$ cat src/rtl/uart_pkg.sv
// Shared types and constants for the UART transmitter slice.
// Defining UART_TX_PARITY_EN enables the even-parity bit in the transmitter.
package uart_pkg;

  localparam int   DATA_BITS            = 8;
  localparam logic IDLE_LEVEL           = 1'b1;
  localparam int   DEFAULT_CLKS_PER_BIT = 10417;

  typedef enum logic [2:0] {
    IDLE   = 3'd0,
    START  = 3'd1,
    DATA   = 3'd2,
    STOP   = 3'd3,
    PARITY = 3'd4
  } tx_state_t;

  // Even parity: the bit that makes the total count of ones even.
  function automatic logic even_parity(input logic [DATA_BITS-1:0] d);
    return ^d;
  endfunction

endpackage

$ cat src/rtl/uart_tx_baud_gen.sv
// Bit-period timer for the UART transmitter: counts 0..CLKS_PER_BIT-1 and
// flags the last cycle of each bit period with bit_tick_o.
module uart_tx_baud_gen
  import uart_pkg::*;
#(
  parameter int CLKS_PER_BIT = DEFAULT_CLKS_PER_BIT
) (
  input  logic clk_i,
  input  logic rst_ni,
  input  logic clear_i,
  output logic bit_tick_o
);

  localparam int               CNT_W   = (CLKS_PER_BIT > 1) ? $clog2(CLKS_PER_BIT) : 1;
  localparam logic [CNT_W-1:0] CNT_MAX = CNT_W'(CLKS_PER_BIT - 1);

  logic [CNT_W-1:0] cnt_q;
  logic [CNT_W-1:0] cnt_d;

  // Next count: held at zero while cleared, wraps at the bit boundary.
  always_comb begin
    cnt_d = cnt_q;
    if (clear_i) begin
      cnt_d = '0;
    end else if (cnt_q == CNT_MAX) begin
      cnt_d = '0;
    end else begin
      cnt_d = cnt_q + CNT_W'(1);
    end
  end

  // Counter register.
  always_ff @(posedge clk_i or negedge rst_ni) begin
    if (!rst_ni) begin
      cnt_q <= '0;
    end else begin
      cnt_q <= cnt_d;
    end
  end

  assign bit_tick_o = (cnt_q == CNT_MAX) && !clear_i;

endmodule

$ cat src/rtl/uart_transmitter.sv
// UART serializer, 8N1 framing (start, 8 data bits LSB first, stop).
// Defining UART_TX_PARITY_EN inserts an even-parity bit between data and stop.
module uart_transmitter
  import uart_pkg::*;
#(
  parameter int CLKS_PER_BIT = DEFAULT_CLKS_PER_BIT
) (
  input  logic                 clk,
  input  logic                 rst_n,
  input  logic [DATA_BITS-1:0] data_in,
  input  logic                 tx_start,
  output logic                 tx,
  output logic                 tx_done
);

  tx_state_t            state_q;
  tx_state_t            state_d;
  logic [DATA_BITS-1:0] shift_q;
  logic [DATA_BITS-1:0] shift_d;
  logic [2:0]           bit_idx_q;
  logic [2:0]           bit_idx_d;
  logic                 tx_q;
  logic                 tx_d;
  logic                 tx_done_q;
  logic                 tx_done_d;
  logic                 bit_tick_s;
  logic                 cnt_clear_s;
`ifdef UART_TX_PARITY_EN
  logic                 parity_q;
  logic                 parity_d;
`endif

  // The timer is held at zero while idle so the accepting edge starts a fresh bit period.
  assign cnt_clear_s = (state_q == IDLE);

  uart_tx_baud_gen #(
    .CLKS_PER_BIT(CLKS_PER_BIT)
  ) u_baud_gen (
    .clk_i     (clk),
    .rst_ni    (rst_n),
    .clear_i   (cnt_clear_s),
    .bit_tick_o(bit_tick_s)
  );

  // Frame sequencing; tx_d is the line level for the cycle after this edge.
  always_comb begin
    state_d   = state_q;
    shift_d   = shift_q;
    bit_idx_d = bit_idx_q;
    tx_d      = tx_q;
    tx_done_d = 1'b0;
`ifdef UART_TX_PARITY_EN
    parity_d  = parity_q;
`endif
    case (state_q)
      IDLE: begin
        tx_d = IDLE_LEVEL;
        if (tx_start) begin
          state_d   = START;
          shift_d   = data_in;
          bit_idx_d = 3'd0;
          tx_d      = 1'b0;
`ifdef UART_TX_PARITY_EN
          parity_d  = even_parity(data_in);
`endif
        end else begin
          state_d = IDLE;
        end
      end
      START: begin
        if (bit_tick_s) begin
          state_d   = DATA;
          bit_idx_d = 3'd0;
          tx_d      = shift_q[0];
        end else begin
          state_d = START;
        end
      end
      DATA: begin
        if (bit_tick_s) begin
          shift_d = {1'b0, shift_q[DATA_BITS-1:1]};
          if (bit_idx_q == 3'd7) begin
            bit_idx_d = 3'd0;
`ifdef UART_TX_PARITY_EN
            state_d   = PARITY;
            tx_d      = parity_q;
`else
            state_d   = STOP;
            tx_d      = IDLE_LEVEL;
`endif
          end else begin
            bit_idx_d = bit_idx_q + 3'd1;
            tx_d      = shift_q[1];
          end
        end else begin
          state_d = DATA;
        end
      end
`ifdef UART_TX_PARITY_EN
      PARITY: begin
        if (bit_tick_s) begin
          state_d = STOP;
          tx_d    = IDLE_LEVEL;
        end else begin
          state_d = PARITY;
        end
      end
`endif
      STOP: begin
        tx_d = IDLE_LEVEL;
        if (bit_tick_s) begin
          state_d   = IDLE;
          tx_done_d = 1'b1;
        end else begin
          state_d = STOP;
        end
      end
      default: begin
        state_d   = IDLE;
        bit_idx_d = 3'd0;
        tx_d      = IDLE_LEVEL;
      end
    endcase
  end

  // State and registered outputs; reset aborts any frame in flight.
  always_ff @(posedge clk or negedge rst_n) begin
    if (!rst_n) begin
      state_q   <= IDLE;
      shift_q   <= '0;
      bit_idx_q <= 3'd0;
      tx_q      <= IDLE_LEVEL;
      tx_done_q <= 1'b0;
    end else begin
      state_q   <= state_d;
      shift_q   <= shift_d;
      bit_idx_q <= bit_idx_d;
      tx_q      <= tx_d;
      tx_done_q <= tx_done_d;
    end
  end

`ifdef UART_TX_PARITY_EN
  // Parity of the accepted byte, kept because the shift register is consumed.
  always_ff @(posedge clk or negedge rst_n) begin
    if (!rst_n) begin
      parity_q <= 1'b0;
    end else begin
      parity_q <= parity_d;
    end
  end
`endif

  assign tx      = tx_q;
  assign tx_done = tx_done_q;

endmodule

$ cat config.mk
export PLATFORM = sky130hd
export DESIGN_NAME = uart_transmitter
export DESIGN_NICKNAME = d
export VERILOG_FILES = /design/src/rtl/uart_pkg.sv /design/src/rtl/uart_tx_baud_gen.sv /design/src/rtl/uart_transmitter.sv
export SDC_FILE = /design/constraint.sdc
export NUM_CORES = 1
export LEC_CHECK = 0
export CORE_MARGIN = 10
export CORE_UTILIZATION = 51
export CTS_CLUSTER_SIZE = 8
export DETAILED_ROUTE_END_ITERATION = 12
export PLACE_DENSITY = 0.7
export SLEW_MARGIN = 0
export SYNTH_ARGS = -nofsm -noshare
export SYNTH_HDL_FRONTEND = slang
export SYNTH_SLANG_ARGS = --single-unit
$ cat constraint.sdc
create_clock -name clk -period 2.25 [get_ports clk]
set_clock_uncertainty 0.15 [all_clocks]
set_input_delay 0.45 -clock clk [delete_from_list [all_inputs] [get_ports clk]]
set_output_delay 0.45 -clock clk [all_outputs]
set_load 0.03 [all_outputs]
Word level (Yosys, flattened, before mapping)
Cells that the tools add are included.
Storage, ports and cells
  register bits after elaboration: 30
  input port bits: 11
  output and inout bits: 2
Operators by class
  $add $sub $neg: 2
  equality and inequality tests: 9
  multiplexer cells: 23
  bitwise operators: 1
  reduce and logical (&&, ||, !) cells: 7
Operators with widths (number)
  14-bit 2-to-1 mux: 2
  3-bit one-hot mux with 4 select lines: 2
  3-bit 2-to-1 mux: 6
  8-bit 2-to-1 mux: 2
  8-bit one-hot mux with 2 select lines: 1
  14-bit by 1-bit adder with 14-bit output (second input constant): 1
  14-bit == test (second input constant): 1
  1-bit 2-to-1 mux: 7
  3-bit by 2-bit == test with 1-bit output (second input constant): 2
  2-bit inequality test (second input constant): 3
  2-bit 2-to-1 mux: 2
  4-bit AND reduction: 1
  3-bit by 1-bit adder with 3-bit output (second input constant): 1
  3-bit by 1-bit == test with 1-bit output (second input constant): 1
  3-bit == test (second input constant): 1
  3-bit zero test: 1
  3-bit inequality test (second input constant): 1
  1-bit one-hot mux with 3 select lines: 1
  3-bit AND reduction: 1
  2-bit AND reduction: 1
  2-bit nonzero test: 1
  1-bit logical AND: 1
  1-bit zero test: 1
  1-bit inverter: 1

Depth between registers and ports, before layout
Gate-level depths: netlist of run 1.
  word-level depth: 5
  gate-level depth with buffers: 7
  mapped depth without buffers: 6

Cells and area by module
A second synthesis of run 1 with hierarchy kept.
Second synthesis, totals
  cell total of the unflattened synthesis: 137
  area, all modules: 1570.3 µm²
Modules (own cells, without submodules)
  uart_transmitter: times used 1, cells an instance 62, area an instance 850.8 µm², sequential area each 376.6 µm²
  uart_tx_baud_gen: times used 1, cells an instance 75, area an instance 719.4 µm², sequential area each 350.3 µm²

Least setup slack after synthesis of run 1
No wires, ideal clock.
  path kind: flip-flop to flip-flop
  start: register u_baud_gen.cnt_q[0]
  end: register tx_q (netlist: tx)
  data arrival time: 1.518 ns
  path slack: 0.499 ns
  cell stages (with the launch flop): 7
  path buffers: 0
  period minus slack after synthesis: 1.751 ns
  cells stage by stage: dfrtp_1 > inv_1 > ha_1 > nor4b_4 > nand4_1 > o21ai_2 > mux2_4
Between the ends
  cells in the longest elaborated chain, start to end: 4
  elaborated cells on any way between the ends: 5
RTL lines
  start: declaration: RTL line uart_tx_baud_gen.sv:17  | logic [CNT_W-1:0] cnt_q;
  start signal: assignment: RTL line uart_tx_baud_gen.sv:37  | cnt_q <= cnt_d;
  14-bit == test *: RTL line uart_tx_baud_gen.sv:41  | assign bit_tick_o = (cnt_q == CNT_MAX) && !clear_i;
  1-bit logical AND *: RTL line uart_tx_baud_gen.sv:41
  2-bit inequality test (no line)
  2-bit AND reduction (no line) *
  end signal: assignment: RTL line uart_transmitter.sv:138  | tx_q <= tx_d;
  end: declaration: RTL line uart_transmitter.sv:22  | logic tx_q;
Mark *: on every way between the ends. The rest lies on a longest branch, timed or not.
A chain may end at the register's enable or synchronous reset.

Final worst setup path of run 1
  start: register tx_q (netlist: tx)
  end: output tx
RTL lines
  end: declaration: RTL line uart_transmitter.sv:12  | output logic tx,
No word-level cell between the ends.

==> flow_summary.toml, run 1 <==
[run_status]
status = "complete, no violations"

[die]
std_cell_rows = 19
die_x_um = 75.0
die_h_um = 75.0
io_pins = 13
core_area_um2 = 2830
dieArea_um2 = 5620
start_util_pct = 54.5

[power_and_ir_drop]
vdd_drop_max_mv = 0.421
power_leakage_nw = 0.766
pwr_density_cell_nw_per_um2 = 768
total_power_mw = 1.35

[global_route]
grtUsageTotal_pct = 12.6
grt_pass1_vias = 1115
antenna_found_initial = 0
grt_max_degree = 30
grt.overflow.total = 0
grt_pass1_wl_um = 5330

[detailed_routing]
drtIter0Drc = 79
vias_per_cell = 5.82
ant_nets = 0
drtPass1Iterations = 4
wl_per_cell_um = 16.0
num_vias = 1130
drc = 0
routed_wl_um = 3100

[worst_setup_path]
worstPathArrival_ns = 1.56
cp_cell_sequence = "clkdlybuf4s50_1"
cp_top_family = "buffers and inverters"
cpPeakStageDelay_ns = 0.67
cp_slowest_cell = "clkdlybuf4s50_1"
required_ns = 1.65
start_kind = "register"
crit_type = "register to output port"
end_kind = "output port"
cp_num_buf_inv = 1
cp_max_fo = 2

[timing]
drv_slew = 0
max_slew_margin_pct = 75.3
finalHoldViolations = 0
max_freq_mhz = 463
fin_crit_ns = 2.16
grt_setup_unrepaired = "no"
fin_setup_tns_ns = 0
setup_viol = 0
finalCritPeriodShare_pct = 96.0
worstMarginPinSlew_ns = 0.366

[synthesis]
ys.flop_type = "dfrtp_1"
synthArstFlopShare_pct = 100
ys.warnings.count = 0
syn_nets = 160
netlist_instances = 145
synth_most_common_cell = "dfrtp_1"
synth_area_leader_cell = "dfrtp_1"
synth_top_area_share_pct = 45.5
syn_area_um2 = 1540
synth_seq_area_share_pct = 47.2
yosys-top-cells-area = "dfrtp_1 45%, xor2_1 6.3%, o221a_2 5.1%, nor2_1 3.7%, ha_1 3.2%"
synth.avg_cell_area_um2 = 10.6
synth_edf_count = 0
ys_types = 38
synthTopCellsByCount = "28 x dfrtp_1, 15 x nor2_1, 11 x xor2_1, 9 x nand3_1, 8 x nand4_1"
synth-seq-cells = 29

[clock_network]
cts_buffers = 5
clock_latency_ns = 0.35
holdBufCountCts = 0
cts_tree = "built"
cts_root_buf = "clkbuf_4"
cts.sink_count = 29
clockBufferDepth = 2
clk_pin_slew_ns = 0.10
cts_setup_buffers = 0
cts_resized = 0
htree_levels = 2

[placed_design]
port_buffers = 12
place.gp.congestion = 0.799
dp_hpwl_um = 2200

[layout]
antenna-diode-count = 0
drive_above_1_share_pct = 16.6
syn_to_final_growth_pct = 13.7
final_nets = 177

[flow_run]
drv_cap = 0

[min_path]
hold_class = "primary input to async pin"
[placed cells by master, fill, tap and decap left out]
cell type and instances:
xor2_1 11, buf_4 4, and3_1 2, o22ai_1 1
o21ai_0 5, o211ai_1 4, a21oi_4 1, a41oi_1 1
a21o_1 1, nand2_1 5, nor2_1 15, and4_4 1
clkbuf_4 5, nand2b_1 2, clkbuf_1 1, and4bb_2 2
nand4_1 8, or3_1 7, nand3_4 1, nor4b_4 1
nand3_1 9, a21oi_1 1, mux2_4 1, inv_1 6
o221a_2 7, ha_1 4, o21ai_2 1, dfrtp_1 28
clkinv_1 1, nor3_1 1, a2bb2oi_1 1, clkinv_2 2
dfstp_2 1, and4_1 3, nor3b_1 2, mux2i_1 1
clkdlybuf4s50_1 12, and2_1 2, xnor2_1 2
[report_power, final]
part	total [mW]	internal (mW)	leakage [nW]	switching, mW
logic	0.324	0.176	0.369	0.147
clock network	0.312	0.119	0.0320	0.193
registers	0.711	0.620	0.365	0.0905
total	1.35	0.915	0.766	0.431
[state kept, by name, indices dropped and copies added, names as in the netlist]
signal,count
tx,1
bit_idx_q,3
shift_q,8
tx_done,1
state_q,2
u_baud_gen.cnt_q,14
[per-stage QoR]
| stage | setup WS (ns) | instance area [um2] | hold WS [ns] | cells | utilization (%) |
|---|---|---|---|---|---|
| 2_1_floorplan | 0.499 | 1540 | 0.00441 | 145 | - |
| 3_3_place_gp | 0.340 | 1700 | 0.335 | 186 | 60.2 |
| 3_5_place_dp | 0.280 | 1700 | 0.367 | 186 | 60.2 |
| 4_1_cts | 0.0790 | 1750 | 0.329 | 194 | 62.0 |
| 5_1_grt | 0.0575 | 1750 | 0.346 | 194 | 62.0 |
| 6_report | 0.0900 | 1750 | 0.316 | 194 | 62.0 |
[cells by family (layout without fill, tap and decap cells)]
group / after synthesis / after routing / synth area share, %
fa+ha+maj: 4 / 4 / 3.25
xor+xnor: 13 / 13 / 7.39
buf+inv: 13 / 31 / 3.57
simple gates: 61 / 61 / 24.3
mux: 2 / 2 / 1.62
flops: 29 / 29 / 47.2
compound gates: 23 / 23 / 12.7
[cell type report]
class / instances / area [um2]
tap: 31 / 38.8
clock inverter: 2 / 10.0
multi-input combinational: 103 / 759
clock buffer: 6 / 41.3
inverter: 7 / 26.3
sequential: 29 / 727
timing repair buffer: 16 / 150
fill: 226 / 1080
[worst register-to-register path: cells and delay by family (launching register included)]
family / cells / cell delay [ns]
simple gates: 3 / 0.67
flops: 1 / 0.43
buf+inv: 2 / 0.30
compound gates: 1 / 0.17
fa+ha+maj: 1 / 0.15
[routing by layer]
layer  global-route usage, %  routed length [um]  part of all wire, %
met1                    15.8                1470                   47
met2                    17.8                1390                   45
met3                    4.34                 152                  4.9
met4                    8.19                  80                  2.6
met5                       0                   0                    0
[path summary, 6_finish.rpt]
check / slack (ns) / cells past startpoint / end / startpoint
max: 0.09 / 1 / tx / tx
min: 0.32 / 2 / u_baud_gen.cnt_q[2] / rst_n
max reg2reg: 0.27 / 7 / u_baud_gen.cnt_q[12] / u_baud_gen.cnt_q[0]
min reg2reg: 0.37 / 1 / u_baud_gen.cnt_q[0] / u_baud_gen.cnt_q[0]
max in group asynchronous: 1.32 / 2 / tx / rst_n
min in group clk: 0.37 / 1 / u_baud_gen.cnt_q[0] / u_baud_gen.cnt_q[0]
Note: power is estimated with default switching activity, not from simulation.
==> run 2, diff against run 1 <==
--- a/config.mk
+++ b/config.mk
@@ -5,6 +5,7 @@
 export SDC_FILE = /design/constraint.sdc
 export NUM_CORES = 1
 export LEC_CHECK = 0
+export CAP_MARGIN = 10
 export CORE_MARGIN = 10
 export CORE_UTILIZATION = 51
 export CTS_CLUSTER_SIZE = 8
==> results of run 2 <==
Same layout as run 1: the final DEF is identical, and so are final timing and power.
==> run 3, diff against run 2 <==
--- a/config.mk
+++ b/config.mk
@@ -11,6 +11,8 @@
 export CTS_CLUSTER_SIZE = 8
 export DETAILED_ROUTE_END_ITERATION = 12
 export PLACE_DENSITY = 0.7
+export RECOVER_POWER = 25
+export SETUP_SLACK_MARGIN = 0.1
 export SLEW_MARGIN = 0
 export SYNTH_ARGS = -nofsm -noshare
 export SYNTH_HDL_FRONTEND = slang
==> run 3 against run 2 <==
Utilization shrank 0.13 points. Sequential share of layout area grew 0.089 points. Sequential cell count is the same. Combinational power shrank 2%. Sequential power is essentially flat. Design area shrank 0.21%. Die area is the same. Via count is the same. Fmax grew 9.0%.
==> flow_summary.toml, run 3 (synthesis gave the netlist of run 1 again) <==
[run_status]
status = "complete, no violations"

[global_route]
grt_pass1_vias = 1115
grt_max_degree = 30
antenna_found_initial = 0
grtUsageTotal_pct = 12.6
grt_pass1_wl_um = 5330
grt.overflow.total = 0

[placed_design]
post_dp_cell_area_um2 = 1700
dp_cells = 186
dp_hpwl_um = 2200
port_buffers = 12
place.gp.congestion = 0.799

[worst_setup_path]
start_kind = "register"
worstPathArrival_ns = 2.06
crit_type = "register to register"
end_kind = "register"
required_ns = 2.33
cp_max_fo = 14

[layout]
mostFrequentLayoutCells = "28 x dfrtp_1, 15 x nor2_1, 11 x xor2_1, 10 x clkdlybuf4s50_1, 9 x nand3_1"
max_flop_register = "u_baud_gen.cnt_q"
syn_to_final_growth_pct = 13.5
final_cells = 194
nFillCells = 228
antenna-diode-count = 0
drive_above_1_share_pct = 16.6
final_nets = 177
final_area_um2 = 1750
final_common_cell = "dfrtp_1"
reg_top3 = "u_baud_gen.cnt_q (14), shift_q (8), bit_idx_q (3)"
largest_register_ffs = 14

[clock_network]
cts.sink_count = 29
cts_tree = "built"
htree_levels = 2
clockBufferDepth = 2
cts_root_buf = "clkbuf_4"
cts_buffers = 5
clk_pin_slew_ns = 0.09
clock_latency_ns = 0.35

[timing]
grt_setup_unrepaired = "no"
setup_viol = 0
max_slew_margin_pct = 52.0
worstMarginPinSlew_ns = 0.720
fin_setup_tns_ns = 0
fin_crit_ns = 1.98
finalCritPeriodShare_pct = 88.1
max_freq_mhz = 505
finalHoldViolations = 0
drv_slew = 0

[power_and_ir_drop]
power_leakage_nw = 0.766
total_power_mw = 1.34
vdd_drop_max_mv = 0.421
pwr_density_cell_nw_per_um2 = 765

[min_path]
hold_class = "register to register"

[die]
die_x_um = 75.0
std_cell_rows = 19
core_area_um2 = 2830
die_h_um = 75.0
start_util_pct = 54.5
io_pins = 13
dieArea_um2 = 5620

[detailed_routing]
ant_nets = 0
wl_per_cell_um = 16.0
drc = 0
drtIter0Drc = 79
drtPass1Iterations = 4
routed_wl_um = 3100
vias_per_cell = 5.82
num_vias = 1130

[flow_run]
drv_cap = 0
## run 3: timing repair
action                     in CTS  in global routing
setup endpoints to repair       1                  0
gates resized for setup         1                  0
hold buffers                    0                  0
setup buffers                   0                  0
## run 3: layer usage
metal	up-vias	wire length (um)	track usage, %
met5	-	0	0
met1	550	1470	15.8
met4	0	80	8.19
li1	560	-	-
met3	9	152	4.34
met2	11	1400	17.8
## run 3: through the flow
| stage | util, % | setup slack, ns | hold WS, ns |
|---|---|---|---|
| 2_1_floorplan | - | 0.499 | 0.00441 |
| 3_3_place_gp | 60.2 | 0.340 | 0.335 |
| 3_5_place_dp | 60.2 | 0.280 | 0.367 |
| 4_1_cts | 61.9 | 0.243 | 0.329 |
| 5_1_grt | 61.8 | 0.122 | 0.406 |
| 6_report | 61.8 | 0.268 | 0.365 |
## run 3: worst paths after layout
check                                         start              endpoint  slack [ns]  cells after the start
max in group asynchronous                     rst_n   u_baud_gen.cnt_q[9]        0.97                      2
worst min-delay path            u_baud_gen.cnt_q[0]   u_baud_gen.cnt_q[0]        0.36                      1
min in group asynchronous                     rst_n   u_baud_gen.cnt_q[2]        0.52                      2
worst max-delay path            u_baud_gen.cnt_q[0]  u_baud_gen.cnt_q[12]        0.27                      7
worst max register to register  u_baud_gen.cnt_q[0]  u_baud_gen.cnt_q[12]        0.27                      7
worst min register to register  u_baud_gen.cnt_q[0]   u_baud_gen.cnt_q[0]        0.36                      1
## run 3: area by class of cell
cell class                      instances  area [um2]  share of cell area (%)
Clock buffer                            6        41.3                    2.36
Clock inverter                          2        10.0                   0.572
Inverter                                7        26.3                    1.50
Multi-Input combinational cell        103         759                    43.4
Sequential cell                        29         727                    41.6
Tap cell                               31        38.8                    2.22
Timing Repair Buffer                   16         146                    8.37
## run 3: worst max-delay path, stage by stage, from the launching register on
cell and delay, ns:
dfrtp_1 0.43, inv_1 0.08, ha_1 0.15, nor4b_4 0.29, nand4_1 0.31, o21ai_2 0.17
buf_4 0.22, nor2_1 0.07
## run 3: power by group
part | switching [mW] | internal, mW
combinational | 0.147 | 0.169
clock | 0.193 | 0.119
sequential | 0.0901 | 0.620
